## config.mk

```make
export PLATFORM = sky130hd
export DESIGN_NAME = rv_decode_stage
export DESIGN_NICKNAME = d
export VERILOG_FILES = /design/src/rtl/rv_decode_pkg.sv /design/src/rtl/rv_decode_comb.sv /design/src/rtl/rv_decode_stage.sv
export SDC_FILE = /design/constraint.sdc
export NUM_CORES = 1
export LEC_CHECK = 0
export BUFFER_PORTS_ARGS = -buffer_cell sky130_fd_sc_hd__buf_2
export CAP_MARGIN = 5
export CORE_AREA = 3 3 139 141
export DETAILED_ROUTE_END_ITERATION = 8
export DIE_AREA = 0 0 142 144
export HOLD_SLACK_MARGIN = 0.03
export MAX_ROUTING_LAYER = met4
export PLACE_DENSITY = 0.8
export RECOVER_POWER = 50
export SLEW_MARGIN = 20
export SYNTH_ARGS = -nofsm -noshare
export SYNTH_HDL_FRONTEND = slang
export SYNTH_HIERARCHICAL = 1
export SYNTH_SLANG_ARGS = --single-unit
```

## constraint.sdc

```tcl
create_clock -name clk -period 1.7 [get_ports clk]
set_input_delay 0.34 -clock clk [delete_from_list [all_inputs] [get_ports clk]]
set_output_delay 0.34 -clock clk [all_outputs]
set_load 0.02 [all_outputs]
```

## src/rtl/rv_decode_pkg.sv

```systemverilog
// Shared opcode encodings, format codes and the decoded-field payload carried by the decode buffer.
package rv_decode_pkg;

  localparam int unsigned INSTR_W = 32;
  localparam int unsigned REG_W   = 5;

  localparam logic [6:0] OPC_LUI    = 7'b0110111;
  localparam logic [6:0] OPC_AUIPC  = 7'b0010111;
  localparam logic [6:0] OPC_JAL    = 7'b1101111;
  localparam logic [6:0] OPC_JALR   = 7'b1100111;
  localparam logic [6:0] OPC_BRANCH = 7'b1100011;
  localparam logic [6:0] OPC_LOAD   = 7'b0000011;
  localparam logic [6:0] OPC_STORE  = 7'b0100011;
  localparam logic [6:0] OPC_OP_IMM = 7'b0010011;
  localparam logic [6:0] OPC_OP     = 7'b0110011;

  typedef enum logic [2:0] {
    FMT_NONE = 3'd0,
    FMT_R    = 3'd1,
    FMT_I    = 3'd2,
    FMT_S    = 3'd3,
    FMT_B    = 3'd4,
    FMT_U    = 3'd5,
    FMT_J    = 3'd6
  } fmt_e;

  // Non-parameterised part of a buffer entry; imm and pc are stored beside it.
  typedef struct packed {
    logic [6:0]       opcode;
    logic [2:0]       funct3;
    logic [6:0]       funct7;
    logic [REG_W-1:0] rs1;
    logic [REG_W-1:0] rs2;
    logic [REG_W-1:0] rd;
    fmt_e             fmt;
    logic             rs1_en;
    logic             rs2_en;
    logic             rd_en;
    logic             illegal;
  } dec_fields_t;

  localparam int unsigned FIELDS_W = $bits(dec_fields_t);

endpackage

```

## src/rtl/rv_decode_comb.sv

```systemverilog
// Pure combinational RV32I field split, immediate extraction and legality check.
// DEC_MEXT_EN adds the M-extension OP encodings and the is_muldiv_c output.
module rv_decode_comb
  import rv_decode_pkg::*;
#(
  parameter int unsigned XLEN = 32
) (
  input  logic [INSTR_W-1:0] instr,
  output dec_fields_t        fields_c,
  output logic [XLEN-1:0]    imm_c
`ifdef DEC_MEXT_EN
  ,output logic              is_muldiv_c
`endif
);

  logic [2:0]  f3;
  logic [6:0]  f7;
  logic [31:0] imm32;
  logic        ill;
  logic        op_base_ok;

  assign f3 = instr[14:12];
  assign f7 = instr[31:25];
  assign op_base_ok = (f7 == 7'b0000000) ||
                      ((f7 == 7'b0100000) && ((f3 == 3'b000) || (f3 == 3'b101)));

  always_comb begin
    fields_c        = '0;
    fields_c.opcode = instr[6:0];
    fields_c.funct3 = f3;
    fields_c.funct7 = f7;
    fields_c.rs1    = instr[19:15];
    fields_c.rs2    = instr[24:20];
    fields_c.rd     = instr[11:7];
    fields_c.fmt    = FMT_NONE;
    imm32           = '0;
    ill             = 1'b0;
`ifdef DEC_MEXT_EN
    is_muldiv_c     = 1'b0;
`endif

    case (instr[6:0])
      OPC_LUI, OPC_AUIPC: begin
        fields_c.fmt   = FMT_U;
        fields_c.rd_en = 1'b1;
        imm32          = {instr[31:12], 12'b0};
      end
      OPC_JAL: begin
        fields_c.fmt   = FMT_J;
        fields_c.rd_en = 1'b1;
        imm32 = {{11{instr[31]}}, instr[31], instr[19:12], instr[20], instr[30:21], 1'b0};
      end
      OPC_JALR: begin
        fields_c.fmt    = FMT_I;
        fields_c.rs1_en = 1'b1;
        fields_c.rd_en  = 1'b1;
        imm32           = {{20{instr[31]}}, instr[31:20]};
        ill             = (f3 != 3'b000);
      end
      OPC_BRANCH: begin
        fields_c.fmt    = FMT_B;
        fields_c.rs1_en = 1'b1;
        fields_c.rs2_en = 1'b1;
        imm32 = {{19{instr[31]}}, instr[31], instr[7], instr[30:25], instr[11:8], 1'b0};
        ill   = (f3[2:1] == 2'b01);
      end
      OPC_LOAD: begin
        fields_c.fmt    = FMT_I;
        fields_c.rs1_en = 1'b1;
        fields_c.rd_en  = 1'b1;
        imm32           = {{20{instr[31]}}, instr[31:20]};
        ill             = (f3 == 3'b011) || (f3 == 3'b110) || (f3 == 3'b111);
      end
      OPC_STORE: begin
        fields_c.fmt    = FMT_S;
        fields_c.rs1_en = 1'b1;
        fields_c.rs2_en = 1'b1;
        imm32           = {{20{instr[31]}}, instr[31:25], instr[11:7]};
        ill             = (f3 >= 3'b011);
      end
      OPC_OP_IMM: begin
        fields_c.fmt    = FMT_I;
        fields_c.rs1_en = 1'b1;
        fields_c.rd_en  = 1'b1;
        imm32           = {{20{instr[31]}}, instr[31:20]};
        // Shift-immediates reuse funct7 as an operation qualifier.
        ill = ((f3 == 3'b001) && (f7 != 7'b0000000)) ||
              ((f3 == 3'b101) && (f7 != 7'b0000000) && (f7 != 7'b0100000));
      end
      OPC_OP: begin
        fields_c.fmt    = FMT_R;
        fields_c.rs1_en = 1'b1;
        fields_c.rs2_en = 1'b1;
        fields_c.rd_en  = 1'b1;
`ifdef DEC_MEXT_EN
        is_muldiv_c = (f7 == 7'b0000001);
        ill         = !(op_base_ok || (f7 == 7'b0000001));
`else
        ill         = !op_base_ok;
`endif
      end
      default: ill = 1'b1;
    endcase

    if (instr[1:0] != 2'b11) ill = 1'b1;
    fields_c.rd_en = fields_c.rd_en && (instr[11:7] != 5'd0);

    // Illegal entries still travel down the pipe but carry no operands.
    if (ill) begin
      fields_c.fmt    = FMT_NONE;
      fields_c.rs1_en = 1'b0;
      fields_c.rs2_en = 1'b0;
      fields_c.rd_en  = 1'b0;
      imm32           = '0;
`ifdef DEC_MEXT_EN
      is_muldiv_c     = 1'b0;
`endif
    end
    fields_c.illegal = ill;
  end

  assign imm_c = XLEN'($signed(imm32));

endmodule

```

## src/rtl/rv_decode_stage.sv

```systemverilog
// Registered RV32I decode stage: decodes on push and queues results with PC in a small FIFO.
// Optional macro DEC_MEXT_EN enables M-extension decode and the out_is_muldiv port.
module rv_decode_stage
  import rv_decode_pkg::*;
#(
  parameter int unsigned XLEN      = 32,
  parameter int unsigned PC_W      = 32,
  parameter int unsigned BUF_DEPTH = 2
) (
  input  logic               clk,
  input  logic               rst_n,
  input  logic               flush,
  input  logic               in_valid,
  output logic               in_ready,
  input  logic [31:0]        in_instr,
  input  logic [PC_W-1:0]    in_pc,
  output logic               out_valid,
  input  logic               out_ready,
  output logic [PC_W-1:0]    out_pc,
  output logic [6:0]         out_opcode,
  output logic [2:0]         out_funct3,
  output logic [6:0]         out_funct7,
  output logic [4:0]         out_rs1,
  output logic [4:0]         out_rs2,
  output logic [4:0]         out_rd,
  output logic [XLEN-1:0]    out_imm,
  output logic [2:0]         out_fmt,
  output logic               out_rs1_en,
  output logic               out_rs2_en,
  output logic               out_rd_en,
  output logic               out_illegal
`ifdef DEC_MEXT_EN
  ,output logic              out_is_muldiv
`endif
);

  localparam int unsigned PTR_W = (BUF_DEPTH > 1) ? $clog2(BUF_DEPTH) : 1;
  localparam int unsigned CNT_W = $clog2(BUF_DEPTH + 1);
  localparam logic [PTR_W-1:0] PTR_LAST = PTR_W'(BUF_DEPTH - 1);
  localparam logic [CNT_W-1:0] CNT_FULL = CNT_W'(BUF_DEPTH);

  dec_fields_t         dec_fields;
  logic [XLEN-1:0]     dec_imm;
  dec_fields_t         ent_fields [BUF_DEPTH];
  logic [XLEN-1:0]     ent_imm    [BUF_DEPTH];
  logic [PC_W-1:0]     ent_pc     [BUF_DEPTH];
  logic [PTR_W-1:0]    wr_ptr;
  logic [PTR_W-1:0]    rd_ptr;
  logic [CNT_W-1:0]    count;
  logic [CNT_W-1:0]    count_nxt;
  logic                push;
  logic                pop;
  dec_fields_t         head;

`ifdef DEC_MEXT_EN
  logic                dec_muldiv;
  logic                ent_muldiv [BUF_DEPTH];
`endif

  rv_decode_comb #(.XLEN(XLEN)) u_comb (
    .instr       (in_instr),
    .fields_c    (dec_fields),
    .imm_c       (dec_imm)
`ifdef DEC_MEXT_EN
    ,.is_muldiv_c(dec_muldiv)
`endif
  );

  function automatic logic [PTR_W-1:0] ptr_inc(input logic [PTR_W-1:0] p);
    return (p == PTR_LAST) ? '0 : p + PTR_W'(1);
  endfunction

  assign push = in_valid && in_ready;
  assign pop  = out_valid && out_ready;

  // Flush has priority over any simultaneous push or pop.
  always_comb begin
    count_nxt = count;
    if (flush) begin
      count_nxt = '0;
    end else begin
      case ({push, pop})
        2'b10:   count_nxt = count + CNT_W'(1);
        2'b01:   count_nxt = count - CNT_W'(1);
        default: count_nxt = count;
      endcase
    end
  end

  always_ff @(posedge clk or negedge rst_n) begin
    if (!rst_n) begin
      wr_ptr    <= '0;
      rd_ptr    <= '0;
      count     <= '0;
      out_valid <= 1'b0;
      in_ready  <= 1'b1;
    end else begin
      count     <= count_nxt;
      out_valid <= (count_nxt != '0);
      in_ready  <= (count_nxt < CNT_FULL);
      if (flush) begin
        wr_ptr <= '0;
        rd_ptr <= '0;
      end else begin
        if (push) wr_ptr <= ptr_inc(wr_ptr);
        if (pop)  rd_ptr <= ptr_inc(rd_ptr);
      end
    end
  end

  // Entry storage is cleared on reset so the output data reads zero out of reset.
  always_ff @(posedge clk or negedge rst_n) begin
    if (!rst_n) begin
      for (int i = 0; i < BUF_DEPTH; i++) begin
        ent_fields[i] <= '0;
        ent_imm[i]    <= '0;
        ent_pc[i]     <= '0;
`ifdef DEC_MEXT_EN
        ent_muldiv[i] <= 1'b0;
`endif
      end
    end else if (push && !flush) begin
      ent_fields[wr_ptr] <= dec_fields;
      ent_imm[wr_ptr]    <= dec_imm;
      ent_pc[wr_ptr]     <= in_pc;
`ifdef DEC_MEXT_EN
      ent_muldiv[wr_ptr] <= dec_muldiv;
`endif
    end
  end

  assign head        = ent_fields[rd_ptr];
  assign out_pc      = ent_pc[rd_ptr];
  assign out_imm     = ent_imm[rd_ptr];
  assign out_opcode  = head.opcode;
  assign out_funct3  = head.funct3;
  assign out_funct7  = head.funct7;
  assign out_rs1     = head.rs1;
  assign out_rs2     = head.rs2;
  assign out_rd      = head.rd;
  assign out_fmt     = head.fmt;
  assign out_rs1_en  = head.rs1_en;
  assign out_rs2_en  = head.rs2_en;
  assign out_rd_en   = head.rd_en;
  assign out_illegal = head.illegal;
`ifdef DEC_MEXT_EN
  assign out_is_muldiv = ent_muldiv[rd_ptr];
`endif

endmodule
```

==> results of run 1 <==
-- cell usage in the layout (no fill, tap or decap), drive strengths merged, types with 2 or more instances in the layout --
cell	netlist	routed
a21oi	23	23
a221oi	2	2
a22oi	7	7
and2	3	3
and2b	3	3
buf	76	254
bufinv	0	3
clkbuf	4	48
clkinv	0	3
clkinvlp	0	2
dfrtp	211	211
inv	4	4
mux2	311	311
nand2	13	13
nand4b	2	2
nor2	47	47
nor2b	4	4
nor3	4	4
nor4	4	4
nor4b	3	3
o21ai	8	8
o21bai	2	2
o22ai	2	2
xnor2	2	2
xor2	3	3
-- what timing repair did --
action | CTS | global route
pin swaps | 0 | 2
hold buffers | 1 | 0
gates resized for setup | 30 | 211
cloned | 0 | 18
buffers inserted | 1 | 8
setup endpoints to repair | 103 | 172
hold endpoints to repair | 26 | 0
-- worst min path at each step --
| stage | start | endpoint | cells after the start |
|---|---|---|---|
| after global placement | rst_n | ent_pc[50] | 1 |
| after CTS | in_pc[12] | ent_pc[44] | 2 |
| final | in_pc[12] | ent_pc[44] | 2 |
| after floorplan | rst_n | count[0] | 0 |
| after detailed placement | rst_n | ent_pc[50] | 1 |
| after global routing | in_pc[6] | ent_pc[38] | 2 |
-- routing by layer --
layer	global-route usage (%)	vias up	share of wire (%)	wire, um
li1	-	3091	-	-
met1	28.30	3565	42	11350
met2	36.75	218	49	13230
met3	4.663	44	5.9	1588
met4	7.071	0	2.9	789
met5	-	-	0	0
-- cells by family after synthesis --
kind of cell | Yosys count | synth area share [%]
buf+inv | 84 | 6.300
simple gates | 90 | 4.915
flops | 212 | 51.09
fa+ha+maj | 1 | 0.1204
mux | 312 | 33.82
compound gates | 50 | 3.337
xor+xnor | 5 | 0.4217
-- cell type report --
cell class	count	area [um2]
Sequential cell	212	5310
Multi-Input combinational cell	458	4816
Fill cell	1044	4377
Timing Repair Buffer	270	2476
Clock buffer	33	683.2
Tap cell	229	286.5
Clock inverter	8	120.1
Inverter	4	15.01
Antenna cell	1	2.502
-- flip-flops by register name (all words and copies together) (netlist names) --
name	flops
wr_ptr	1
rd_ptr	1
ent_imm	64
in_ready	1
ent_fields	78
out_valid	1
ent_pc	64
count	2
-- power breakdown --
part           switching [mW]  total (mW)  internal [mW]
Sequential              0.828        7.38           6.56
Combinational            3.19        7.27           4.08
Clock                    1.97        5.21           3.24
Total                    5.98        19.9           13.9
-- cell usage after synthesis (2+ instances only) --
| cell type | n | area, um2 |
|---|---|---|
| a21oi_1 | 23 | 115.1 |
| a221oi_1 | 2 | 17.52 |
| a22oi_1 | 7 | 52.55 |
| and2_1 | 3 | 18.77 |
| and2b_2 | 3 | 26.28 |
| buf_2 | 19 | 95.09 |
| buf_4 | 36 | 270.3 |
| buf_6 | 20 | 225.2 |
| clkbuf_8 | 3 | 41.29 |
| dfrtp_1 | 211 | 5280 |
| inv_1 | 4 | 15.01 |
| mux2_1 | 76 | 855.8 |
| mux2_2 | 235 | 2646 |
| nand2_1 | 12 | 45.04 |
| nand4b_4 | 2 | 47.55 |
| nor2_1 | 47 | 176.4 |
| nor2b_1 | 4 | 25.02 |
| nor3_1 | 3 | 15.01 |
| nor4_1 | 3 | 18.77 |
| nor4b_1 | 2 | 17.52 |
| o21ai_0 | 7 | 35.03 |
| xnor2_1 | 2 | 17.52 |
| xor2_1 | 3 | 26.28 |
-- metrics by stage --
stage | utilization, % | setup TNS [ns]
after global routing | 75.80 | -59.39
after global placement | 64.34 | -22.59
after floorplan | - | -4.767
after detailed placement | 64.34 | -25.01
after CTS | 69.35 | -42.07
final | 75.80 | -46.31
-- worst register-to-register path: cells and delay by family (launching register included) --
| family | cells | cell delay (ns) |
|---|---|---|
| simple gates | 2 | 0.31 |
| flops | 1 | 0.56 |
| buf+inv | 3 | 0.45 |
| mux | 1 | 0.34 |
==> impl_results.md, run 1 <==
* Share of cells above drive strength 1 at 64.16%
* Final Net Count at 1,039
* Critical Path Start: rd_ptr
* Port-buffer cells at 173
* Distinct cells, synth at 50
* Max IR drop VDD at 0.001083 V
* Status: finished, violations left
* Clk_skew at 0.01197 ns
* Vias per cell at 5.694
* DRC viols at 0
* Slowest CP cell: dfrtp_4
* Final instance area at 13,710 um2
* R2R Path End: ent_pc[49]
* CTS tree: yes
* CP Buf/Inv Count at 3
* Post-Place Worst Slack at -0.4398 ns
* Post-Syn Instances at 754
* Crit path largest cell delay at 0.44 ns
* Routed Antenna Nets at 0
* Worst setup margin at -0.4422 ns
* Final setup viols at 194
* Hold Crit Class: input pin to flop
* Slew @ Worst Pin at 0.7265 ns
* TritonCTS Buffers at 23
* Seq cells post-synth at 212
* Design Power at 19.86 mW
* Max-cap violations at 0
* H-tree depth at 1
* Tmin final at 2.142 ns
* Final WL at 26,950 um
* Clock latency on the worst-skew pair at 0.49 ns
* CP arrival at 1.80 ns
* Longest Clk Path Bufs at 3
* Vias in the first global route at 6,995
* Post-Place Cells at 1,146
* Net Count, Synth at 824
* Reg2reg setup slack at -0.11 ns
* Post-DP Area at 11,640 um2
* Clock sink total at 212
* Unrepaired setup endpoints after global routing: yes
* Main synth FF type: dfrtp_1
* CP Capture Type: primary output
* Post-synth EDFFs at 0
* Wirelength per Cell at 22.18 um
* Worst relative slew slack at 51.57%
* Crit path max fanout at 8
* Pwr per Cell Area at 1448 nW/um2
* Clock Pin Slew Worst Setup and Hold Paths at 0.06 ns
* Routability Congestion at 0.8546
* Die Ht at 144 um
* CP Capture Point: out_rs2[4]
* Worst setup SP type: flop
* Via count at 6,918
* Endpoints failing hold at 0
* Seq/Total Area, Yosys at 51.09%
* Period utilisation layout at 126.0%
* Mapped Area at 10,390 um2
* Initial Utilization at 57.43%
* Overall Global Routing Usage at 22.45%
* Detailed Place HPWL at 15,850 um
* Leftover overflow at the end of global routing at 0
* Max Fclk at 466.8 MHz
* Area grow syn2layout at 32.00%
* Syn. warnings at 6
* Cell Count, Final, Fillers Out at 1,215
* Core Region at 18,090 um2
* IO Count at 174
* Synth async-reset ratio at 100.0%
* DIE AREA at 20,450 um2
* Final Max Slew Viols at 0
* First-pass GRT wire length at 36,100 um
* P_leak at 6.515 nW
* Critical path's top delay family: buffers and inverters
* CTS root buffer: clkbuf_16
* Initial antenna violation count at 1
* Syn_area_per_cell at 13.77 um2
* Worst path cell trace: buf_12 -> clkbuf_16 -> mux2_2 -> buf_6
* Initial DRC count at 373
* TritonRoute pass-1 iters at 5
* Path type of the worst setup path: flop to primary output
* Failing checks: negative setup slack
* Core Rows at 49
* Worst r2r path cells at 6
* Hold WS at 0.09936 ns
* CP Depth at 4
* Data required time of the worst path at 1.36 ns
* Die Width at 142 um
* Largest net degree at the start of global routing at 73
* Reg2reg start: in_ready
Note: power is estimated with default switching activity, not from simulation.
==> inputs of run 2 (changes only) <==
--- a/config.mk
+++ b/config.mk
@@ -14,6 +14,7 @@
 export MAX_ROUTING_LAYER = met4
 export PLACE_DENSITY = 0.8
 export RECOVER_POWER = 50
+export SKIP_LAST_GASP = 1
 export SLEW_MARGIN = 20
 export SYNTH_ARGS = -nofsm -noshare
 export SYNTH_HDL_FRONTEND = slang
==> run 2 against run 1 <==
  * The run still ends with negative setup slack left
  * Maximum frequency up 0.21%
  * Clock power about the same
  * Critical path depth stayed put
  * Die area did not move
  * Sequential cell count stayed put
  * Worst hold slack got worse by 0.012 ns
  * Setup slack improved by 0.0045 ns
==> impl_results.md, run 2 (same netlist as run 1, synthesis figures left out) <==
* Core Region at 18,090 um2 (unchanged)
* Initial DRC count at 308 (was 373)
* Reg2reg start: in_ready (unchanged)
* Routed Antenna Nets at 0 (unchanged)
* Period utilisation layout at 125.7% (was 126.0%)
* Max-cap violations at 0 (unchanged)
* Vias in the first global route at 7,005 (was 6,995)
* Wirelength per Cell at 21.25 um (was 22.18 um)
* CTS tree: yes (unchanged)
* Port-buffer cells at 173 (unchanged)
* CP Capture Type: primary output (unchanged)
* Worst r2r path cells at 6 (unchanged)
* H-tree depth at 1 (unchanged)
* Tmin final at 2.138 ns (was 2.142 ns)
* Switching Share at 30.13% (about the same)
* First-pass GRT wire length at 36,130 um (was 36,100 um)
* CP Capture Point: out_rs2[4] (unchanged)
* Hold Crit Class: input pin to flop (unchanged)
* Final setup TNS at -47.41 ns (was -46.31 ns)
* Unrepaired setup endpoints after global routing: yes (unchanged)
* Final Net Count at 1,036 (was 1,039)
* Hold WS at 0.08773 ns (was 0.09936 ns)
* Reg with most FFs: ent_fields (unchanged)
* TritonCTS Buffers at 23 (unchanged)
* TritonRoute pass-1 iters at 5 (unchanged)
* Routability Congestion at 0.8546 (unchanged)
* Final setup viols at 196 (was 194)
* Most frequent cells in the layout: mux2_2, dfrtp_1, buf_2 (was dfrtp_1, mux2_2, buf_2)
* Longest Clk Path Bufs at 3 (unchanged)
* Overall Global Routing Usage at 22.48% (was 22.45%)
* Path type of the worst setup path: flop to primary output (unchanged)
* Clock latency on the worst-skew pair at 0.49 ns (about the same)
* Worst setup SP type: flop (unchanged)
* P_sw at 5.761 mW (was 5.983 mW)
* Vias per cell at 5.667 (was 5.694)
* Logic pwr share at 34.6% (was 36.6%)
* Max Fclk at 467.8 MHz (was 466.8 MHz)
* Final Max Slew Viols at 0 (unchanged)
* R2R Path End: ent_pc[49] (unchanged)
* DIE AREA at 20,450 um2 (unchanged)
* Internal power at 13.36 mW (was 13.87 mW)
* Post-Place Worst Slack at -0.4398 ns (unchanged)
* Clock sink total at 212 (unchanged)
* Data required time of the worst path at 1.36 ns (about the same)
* Failing checks: negative setup slack (unchanged)
* Sequential power share at 38.3% (was 37.2%)
* IO Count at 174 (unchanged)
* Largest net degree at the start of global routing at 73 (unchanged)
* CTS root buffer: clkbuf_16 (unchanged)
* Slew @ Worst Pin at 0.7371 ns (was 0.7265 ns)
* P_leak at 6.339 nW (was 6.515 nW)
* Die Ht at 144 um (unchanged)
* Pwr per Cell Area at 1440 nW/um2 (was 1448 nW/um2)
* Commonest non-fill, non-tap cell in the layout: mux2_2 (was dfrtp_1)
* Max reg flops at 78 (unchanged)
* Share of cells above drive strength 1 at 61.91% (was 64.16%)
* Detailed Place HPWL at 15,850 um (unchanged)
* Initial antenna violation count at 1 (unchanged)
* Max IR drop VDD at 0.001073 V (was 0.001083 V)
* Via count at 6,869 (was 6,918)
* Critical Path Start: rd_ptr (unchanged)
* Area grow syn2layout at 27.83% (was 32.00%)
* Regs by FF count: ent_fields x78, ent_imm x64, ent_pc x64 (unchanged)
* Status: finished, violations left (unchanged)
* Part of the power in the clock network at 27.1% (was 26.2%)
* Clk_skew at 0.01395 ns (was 0.01197 ns)
* Clock Pin Slew Worst Setup and Hold Paths at 0.06 ns (about the same)
* Final WL at 25,760 um (was 26,950 um)
* Worst setup margin at -0.4377 ns (was -0.4422 ns)
* Initial Utilization at 57.43% (unchanged)
* DRC viols at 0 (unchanged)
* Crit path max fanout at 15 (was 8)
* Endpoints failing hold at 0 (unchanged)
* CP arrival at 1.80 ns (about the same)
* Die Width at 142 um (unchanged)
* Leftover overflow at the end of global routing at 0 (unchanged)
* Final core utilization at 73.41% (was 75.80%)
* Reg2reg setup slack at -0.11 ns (about the same)
* Core Rows at 49 (unchanged)
* Worst relative slew slack at 50.86% (was 51.57%)
[run 2: changes by cell type in the layout (fill, tap and decap cells not counted)]
cell,delta
mux2_4,-43
buf_2,+33
buf_6,-23
mux2_2,+22
mux2_1,+21
buf_4,-7
buf_12,-3
clkbuf_16,-2
buf_8,-1
[run 2: layer usage]
| metal | part of all wire [%] | wire [um] | vias up | track usage [%] |
|---|---|---|---|---|
| met5 | 0 | 0 | - | - |
| met4 | 2.7 | 694 | 0 | 7.222 |
| met3 | 5.1 | 1322 | 45 | 4.663 |
| met2 | 49 | 12670 | 203 | 36.70 |
| met1 | 43 | 11070 | 3527 | 28.34 |
| li1 | - | - | 3094 | - |
[run 2: worst min-delay path by stage]
stage	cells past startpoint	start	slack (ns)	endpoint
final	2	in_pc[13]	0.09	ent_pc[45]
after floorplan	0	rst_n	0.04	count[0]
after global placement	1	rst_n	0.25	ent_pc[50]
after CTS	2	in_pc[12]	0.07	ent_pc[44]
after global routing	2	in_pc[13]	0.08	ent_pc[45]
after detailed placement	1	rst_n	0.25	ent_pc[50]
[run 2: stage by stage]
step           instances  cell area (um2)  power [mW]
4_1_cts             1189            12470       18.14
3_5_place_dp        1146            11640       12.83
5_1_grt             1212            13280       19.98
2_1_floorplan        754            10420       11.09
6_report            1212            13280       19.12
3_3_place_gp        1146            11640       12.62
[run 2: what timing repair did]
action / in CTS / in global routing
hold endpoints to repair: 26 / 0
hold buffers: 1 / 0
setup endpoints to repair: 103 / 172
cloned: 0 / 15
buffers inserted: 1 / 8
gates resized for setup: 5 / 133
pin swaps: 0 / 2
[run 2: final cells by class]
| cell class | instances | area [um2] |
|---|---|---|
| Sequential cell | 212 | 5310 |
| Fill cell | 1127 | 4810 |
| Multi-Input combinational cell | 458 | 4654 |
| Timing Repair Buffer | 267 | 2205 |
| Clock buffer | 33 | 683.2 |
| Tap cell | 229 | 286.5 |
| Clock inverter | 8 | 120.1 |
| Inverter | 4 | 15.01 |
| Antenna cell | 1 | 2.502 |
[run 2: power groups by stage]
stage | combinational [mW] | sequential (mW) | clock, mW
6_report | 6.61 | 7.33 | 5.19
5_1_grt | 6.99 | 7.51 | 5.48
4_1_cts | 5.57 | 7.28 | 5.29
3_5_place_dp | 5.49 | 7.34 | 0
3_3_place_gp | 5.38 | 7.24 | 0
2_1_floorplan | 3.99 | 7.10 | 0
[run 2: critical path, stage by stage (launching register included)]
cell and delay, ns:
dfrtp_4 0.50, buf_12 0.16, clkbuf_16 0.18, mux2_2 0.29, buf_4 0.16
